## src/rtl/seq_divider.sv

```systemverilog
// Iterative radix-2 restoring divider for RV32 DIV/DIVU/REM/REMU.
// One quotient bit per cycle; divide-by-zero and signed overflow finish without iterating.
module seq_divider #(
   parameter int WIDTH = 32,
   parameter int CNT_W = 5
) (
   input  logic             clk,
   input  logic             reset,
   input  logic             start,
   input  logic             op_rem,
   input  logic             op_unsigned,
   input  logic [WIDTH-1:0] dividend,
   input  logic [WIDTH-1:0] divisor,
   output logic             busy,
   output logic             done,
   output logic [WIDTH-1:0] result
);

   localparam logic [WIDTH-1:0] ONE     = {{(WIDTH-1){1'b0}}, 1'b1};
   localparam logic [WIDTH-1:0] ALL_ONE = {WIDTH{1'b1}};
   localparam logic [WIDTH-1:0] MIN_NEG = {1'b1, {(WIDTH-1){1'b0}}};
   localparam logic [CNT_W-1:0] CNT_ONE = {{(CNT_W-1){1'b0}}, 1'b1};
   localparam logic [CNT_W-1:0] CNT_TOP = CNT_W'(WIDTH - 1);

   typedef enum logic [1:0] {
      IDLE = 2'd0,
      CALC = 2'd1,
      DONE = 2'd2
   } state_t;

   state_t           state_q, state_d;
   logic [WIDTH-1:0] rem_q, rem_d;
   logic [WIDTH-1:0] quot_q, quot_d;
   logic [WIDTH-1:0] dvsr_q, dvsr_d;
   logic [WIDTH-1:0] result_q, result_d;
   logic [CNT_W-1:0] cnt_q, cnt_d;
   logic             neg_quot_q, neg_quot_d;
   logic             neg_rem_q, neg_rem_d;
   logic             op_rem_q, op_rem_d;

   // Operand conditioning at accept time
   logic             dvd_neg, dvs_neg;
   logic [WIDTH-1:0] dvd_mag, dvs_mag;
   logic             div_by_zero, sign_ovf;

   assign dvd_neg     = !op_unsigned && dividend[WIDTH-1];
   assign dvs_neg     = !op_unsigned && divisor[WIDTH-1];
   assign dvd_mag     = dvd_neg ? (~dividend + ONE) : dividend;
   assign dvs_mag     = dvs_neg ? (~divisor + ONE) : divisor;
   assign div_by_zero = (divisor == '0);
   assign sign_ovf    = !op_unsigned && (dividend == MIN_NEG) && (divisor == ALL_ONE);

   // One restoring step: quot_q shifts dividend bits out of its MSB and quotient bits into its LSB
   logic [WIDTH:0]   shifted, diff;
   logic             fits;
   logic [WIDTH-1:0] step_rem, step_quot;
   logic [WIDTH-1:0] final_quot, final_rem;

   assign shifted    = {rem_q, quot_q[WIDTH-1]};
   assign diff       = shifted - {1'b0, dvsr_q};
   assign fits       = !diff[WIDTH];
   assign step_rem   = fits ? diff[WIDTH-1:0] : shifted[WIDTH-1:0];
   assign step_quot  = {quot_q[WIDTH-2:0], fits};
   assign final_quot = neg_quot_q ? (~step_quot + ONE) : step_quot;
   assign final_rem  = neg_rem_q ? (~step_rem + ONE) : step_rem;

   always_comb begin
      state_d    = state_q;
      rem_d      = rem_q;
      quot_d     = quot_q;
      dvsr_d     = dvsr_q;
      result_d   = result_q;
      cnt_d      = cnt_q;
      neg_quot_d = neg_quot_q;
      neg_rem_d  = neg_rem_q;
      op_rem_d   = op_rem_q;

      case (state_q)
         IDLE, DONE: begin
            if (start) begin
               if (div_by_zero) begin
                  result_d = op_rem ? dividend : ALL_ONE;
                  state_d  = DONE;
               end else if (sign_ovf) begin
                  result_d = op_rem ? '0 : MIN_NEG;
                  state_d  = DONE;
               end else begin
                  rem_d      = '0;
                  quot_d     = dvd_mag;
                  dvsr_d     = dvs_mag;
                  cnt_d      = CNT_TOP;
                  neg_quot_d = dvd_neg ^ dvs_neg;
                  neg_rem_d  = dvd_neg;
                  op_rem_d   = op_rem;
                  state_d    = CALC;
               end
            end else if (state_q == DONE) begin
               state_d = IDLE;
            end
         end
         CALC: begin
            rem_d  = step_rem;
            quot_d = step_quot;
            cnt_d  = cnt_q - CNT_ONE;
            if (cnt_q == '0) begin
               result_d = op_rem_q ? final_rem : final_quot;
               state_d  = DONE;
            end
         end
         default: state_d = IDLE;
      endcase
   end

   always_ff @(posedge clk) begin
      if (reset) begin
         state_q    <= IDLE;
         rem_q      <= '0;
         quot_q     <= '0;
         dvsr_q     <= '0;
         result_q   <= '0;
         cnt_q      <= '0;
         neg_quot_q <= 1'b0;
         neg_rem_q  <= 1'b0;
         op_rem_q   <= 1'b0;
      end else begin
         state_q    <= state_d;
         rem_q      <= rem_d;
         quot_q     <= quot_d;
         dvsr_q     <= dvsr_d;
         result_q   <= result_d;
         cnt_q      <= cnt_d;
         neg_quot_q <= neg_quot_d;
         neg_rem_q  <= neg_rem_d;
         op_rem_q   <= op_rem_d;
      end
   end

   assign busy   = (state_q == CALC);
   assign done   = (state_q == DONE);
   assign result = result_q;

endmodule

```

## config.mk

```make
export PLATFORM = sky130hd
export DESIGN_NAME = seq_divider
export DESIGN_NICKNAME = d
export VERILOG_FILES = /design/src/rtl/seq_divider.sv
export SDC_FILE = /design/constraint.sdc
export NUM_CORES = 1
export LEC_CHECK = 0
export CORE_MARGIN = 2
export CORE_UTILIZATION = 37
export CTS_BUF_LIST = sky130_fd_sc_hd__clkbuf_16
export DETAILED_ROUTE_END_ITERATION = 10
export MAX_ROUTING_LAYER = met4
export PLACE_DENSITY_LB_ADDON = 0.1
export SLEW_MARGIN = 20
export SYNTH_ARGS = -nofsm -noshare
export SYNTH_HDL_FRONTEND = slang
export SYNTH_SLANG_ARGS = --single-unit
```

## constraint.sdc

```tcl
create_clock -name clk -period 5.36 [get_ports clk]
set_input_delay 0.536 -clock clk [delete_from_list [all_inputs] [get_ports clk]]
set_output_delay 0.536 -clock clk [all_outputs]
set_load 0.01 [all_outputs]
```

---- Word-level counts from Yosys, hierarchy flattened ----
Cells that the tools add are included.
storage, ports and cells
  register bits after elaboration ......... 138
  word-level logic and storage cells ...... 78
cells by class
  $add $sub $neg .......................... 6
  equal/unequal tests ..................... 10
  mux-type cells .......................... 31
  bitwise logic cells ..................... 7
  reductions and logical operators ........ 15
operators with widths
  operator                                                            count
  32-bit two-way mux                                                  18
  32-bit one-hot mux with 2 select lines                              3
  32-bit by 1-bit adder with 32-bit output, second input constant     4
  32-bit inverter                                                     4
  32-bit == test, second input constant                               2
  33-bit by 32-bit subtractor with 33-bit output                      1
  32-bit logical NOT                                                  1
  5-bit two-way mux                                                   3
  4-bit AND reduction                                                 3
  2-bit two-way mux                                                   5
  5-bit one-hot mux with 2 select lines                               1
  2-bit != test, second input constant                                3
  3-bit != test, second input constant                                2
  5-bit logical NOT                                                   1
  5-bit by 1-bit subtractor with 5-bit output, second input constant  1
  1-bit logical AND                                                   4
  2-bit one-hot mux with 2 select lines                               1
  2-bit by 1-bit == test with 1-bit output, second input constant     1
  2-bit == test, second input constant                                1
  1-bit logical NOT                                                   2
  2-bit logical NOT                                                   1
  2-bit by 1-bit != test with 1-bit output, second input constant     1
  1-bit inverter                                                      2
  2-bit AND reduction                                                 1
  3 further kinds                                                     3

---- Longest topological paths before layout ----
  depth in word-level cells ............... 8
  gate-level depth with buffers ........... 24
  gate-level depth less buffers ........... 22

---- Worst setup path after synthesis ----
Ideal clock, no wire load.
  kind .................................... register -> register
  start ................................... reg quot_q[31]
  end ..................................... reg result_q[30], in the netlist result[30]
  setup time .............................. 0.091 ns
  data arrival time ....................... 4.727 ns
  data required time ...................... 5.269 ns
  setup slack ............................. 0.542 ns
  cell stages (with the launch flop) ...... 24
  path buffers ............................ 2
  period minus slack after synthesis ...... 4.818 ns
  cell sequence ........................... dfxtp_1 -> inv_1 -> ha_1 -> inv_1 -> fa_1 -> a211oi_1 -> o211ai_1 -> nand3_1 -> a21oi_1 -> nor3_1 -> nor2_1 -> inv_1 -> clkbuf_1 -> buf_1 -> o21ai_0 -> inv_1 -> ha_1 -> nand3b_1 -> o22a_1 -> nand4b_1 -> nor3b_1 -> mux2i_1 -> o221ai_2 -> a311oi_1
between the ends
  cells in the longest elaborated chain, start to end .. 8
  elaborated cells between the ends (all ways) .. 12
  classes of those cells .................. add/sub (3); mux (6); bitwise (2); reduce/logical (1)
RTL lines
  what                                                         line    source
  start, declared                                              33      logic [WIDTH-1:0] quot_q, quot_d;
  start signal, assigned                                       128     quot_q <= quot_d;
  33-bit by 32-bit subtractor with 33-bit output               60      assign diff = shifted - {1'b0, dvsr_q};
  32-bit two-way mux or 1-bit logical NOT (tied branches)      62, 61
  32-bit inverter (on tied branches)                           65, 64
  32-bit by 1-bit adder with 32-bit output (on tied branches)  65, 64
  32-bit two-way mux (on tied branches)                        65, 64
  32-bit two-way mux *                                         106     result_d = op_rem_q ? final_rem : final_quot;
  32-bit two-way mux *                                         105     if (cnt_q == '0) begin
  32-bit one-hot mux with 2 select lines *                     78      case (state_q)
  end signal, assigned                                         130     result_q <= result_d;
  end, declared                                                35      logic [WIDTH-1:0] result_q, result_d;
Every way passes the cells marked *; elsewhere a longest branch is shown, timed or not. The select of a mux whose other input is x is not followed.
A chain may end at the register's enable or synchronous reset.

---- Final worst setup path ----
Same ends and word-level chain as after synthesis.

==> reports/metrics.yaml <==
p_clk_share_pct: 25.3
cp_data_required_time_ns: 5.70
synth_edf_count: 0
diodes: 0
drt_iter0_markers: 1015
crit_fanout: 7
track_usage_pct: 27.25
p_comb_share_pct: 49.0
syn_nets: 1609
tns_ns: 0
syn_to_final_growth_pct: 18.09
leakagePower_uw: 0.004596
cp.arrival_ns: 5.09
ys.warnings.count: 0
die_area_mm2: 0.03083
ys_ff_latch: 138
final_max_slew_viol_count: 0
cts_sinks: 138
layout_common_cells: "242 x nor2_1, 138 x dfxtp_1, 122 x a21oi_1"
grt_pass1_vias: 10600
clockRootBuffer: "clkbuf_16"
crit_type: "reg2reg"
hold_path_class: "reg2reg"
first_pass_iters: 5
register_area_mm2: 0.002763
synth_area_per_cell_um2: 7.263
netSwitchingFraction_pct: 44.74
worstMarginPinSlew_ns: 1.037
post-route-period-util_pct: 88.46
antenna_found_initial: 0
dieWidth_um: 175.6
yosysSeqAreaShare_pct: 25.36
drtAntennaViolNets: 0
start_util_pct: 37.75
rsz0062_at_grt: "no"
fillers: 3065
vias: 11460
pin_count: 103
port_buffers: 102
overflow: 0
core_mm2: 0.02886
wl_um: 40890
clk_pin_slew_ns: 0.07
grt_max_degree: 55
post-dp-hpwl_um: 30830
setup_violations: 0
drc_errors: 0
viasPerCell: 5.854
slew-limit-headroom_pct: 30.23
cts_tree: "yes"
cts_buffers: 17
grt_pass1_wl_um: 63780
htreeDepth: 4
async_reset_ff_share_pct: 0
synth_area_mm2: 0.01089
syn_inst: 1500
peakVddDrop_mv: 0.2239
powerDensity_mw_per_mm2: 361.8
finalNetCount: 1670
p_int_uw: 2572
die_h_um: 175.6
synth_cell_types: 76
drive_gt1_share_pct: 6.099
min_period_ns: 4.741
wl_per_cell_um: 20.89
cp-end-kind: "flip-flop"
hold_viol_final: 0
synth_flop_cell: "dfxtp_1"
hold_buffers: 0
insertion_delay_ns: 0.45
switchingPower_uw: 2082
multi_input_area_mm2: 0.007582
post_cts_buffers: 0
power_frac_seq_pct: 25.8
max_freq_mhz: 210.9
clock_skew_ns: 0.01580
post-route-util_pct: 44.58
place.gp.congestion: 0.9089
placementRows: 62
drv_cap: 0
clockBufferDepth: 2
cts_resized: 0
start_kind: "flip-flop"
mostFrequentLayoutCell: "nor2_1"
outcome: "completed"
==> registers in the layout (all words and copies together) (netlist names) <==
register,cells
quot_q,32
dvsr_q,32
rem_q,32
result,32
op_rem_q,1
neg_quot_q,1
cnt_q,5
state_q,2
neg_rem_q,1
==> metal layers <==
metal / track usage [%] / part of all wire, % / vias to the layer above
met3: 3.268 / 5.3 / 29
met1: 39.05 / 49 / 5498
met4: 4.993 / 0.90 / 0
li1: - / - / 5585
met5: - / 0 / -
met2: 41.52 / 45 / 351
==> synth_stat cells (8+ instances only) <==
master    count  area (µm²)
xor2_1       62       543.0
nand4_1      14       87.58
dfxtp_1     138        2763
mux2i_1      30       300.3
clkbuf_1     67       251.5
nor2_1      244       915.9
and3_1        9       56.30
o41ai_1      11       96.34
inv_1        59       221.5
a221oi_1     29       254.0
xnor2_1      70       613.1
o211ai_1     21       157.7
o31ai_1      24       180.2
nor4_1       16       100.1
buf_2        15       75.07
a22oi_1      10       75.07
nor3b_1       8       60.06
nand2_1     116       435.4
nand3_1      24       120.1
ha_1         39       488.0
or3_1        10       62.56
nand2b_1     13       81.33
a311oi_1     14       122.6
nor3_1       34       170.2
a211oi_1     46       345.3
a31oi_1      38       237.7
o21a_1       11       82.58
o21ai_0      99       495.5
a21oi_1     122       610.6
==> final cells by class <==
class	instances	area share (%)
inverter	61	1.780
clock inverter	15	1.021
tap	384	3.735
multi-input combinational	1213	58.94
clock buffer	17	3.307
timing repair buffer	130	9.745
sequential	138	21.47
==> worst paths after layout <==
path	startpoint	endpoint	slack [ns]	cells after the start
hold reg to reg	dvsr_q[23]$_SDFFE_PP0P_	dvsr_q[23]$_SDFFE_PP0P_	0.45	2
hold / removal	dvsr_q[23]$_SDFFE_PP0P_	dvsr_q[23]$_SDFFE_PP0P_	0.45	2
setup / recovery	quot_q[31]$_SDFFE_PP0P_	result[30]$_SDFFE_PP0P_	0.62	22
setup reg to reg	quot_q[31]$_SDFFE_PP0P_	result[30]$_SDFFE_PP0P_	0.62	22
==> worst max-delay path: stages (launching register included) <==
cell and delay, ns:
dfxtp_1 0.35, inv_1 0.07, ha_1 0.16, inv_1 0.05, fa_1 0.42, a211oi_1 0.31
o211ai_1 0.14, nand3_1 0.15, a21oi_1 0.14, o21a_1 0.29, nor2_4 0.21, inv_1 0.14
nand2_1 0.09, o21ai_0 0.13, inv_1 0.09, ha_1 0.27, nand3b_1 0.10, o22a_1 0.30
nand4b_1 0.33, nor3b_1 0.30, mux2i_1 0.25, o221ai_2 0.11, a311oi_1 0.26
==> power groups by stage <==
stage               registers [µW]  clock network (µW)  logic, µW
detailed placement            1220                   0       2240
finish                        1200                1180       2280
global route                  1210                1230       2500
global placement              1220                   0       2250
floorplan                     1200                   0       1570
CTS                           1200                1190       2250
==> per-stage QoR <==
step	instances	area, µm²	setup WS (ns)	hold slack [ns]	power [µW]
floorplan	1500	10890	0.5422	0.4319	2766
global placement	1926	12310	0.5766	0.4411	3469
detailed placement	1926	12310	0.5663	0.4461	3462
CTS	1958	12860	0.6331	0.4538	4641
global route	1958	12860	0.1487	0.4762	4935
finish	1958	12860	0.6187	0.4517	4655
==> logic make-up after synthesis <==
group / synth area share, %
DFF: 25.36
muxes: 3.377
xor gates and xnor gates: 10.61
buffers and inverters: 5.306
AOI/OAI and AO/OA: 27.99
and+or+nand+nor: 22.69
adders and majority gates: 4.663
Note: power is estimated with default switching activity, not from simulation.
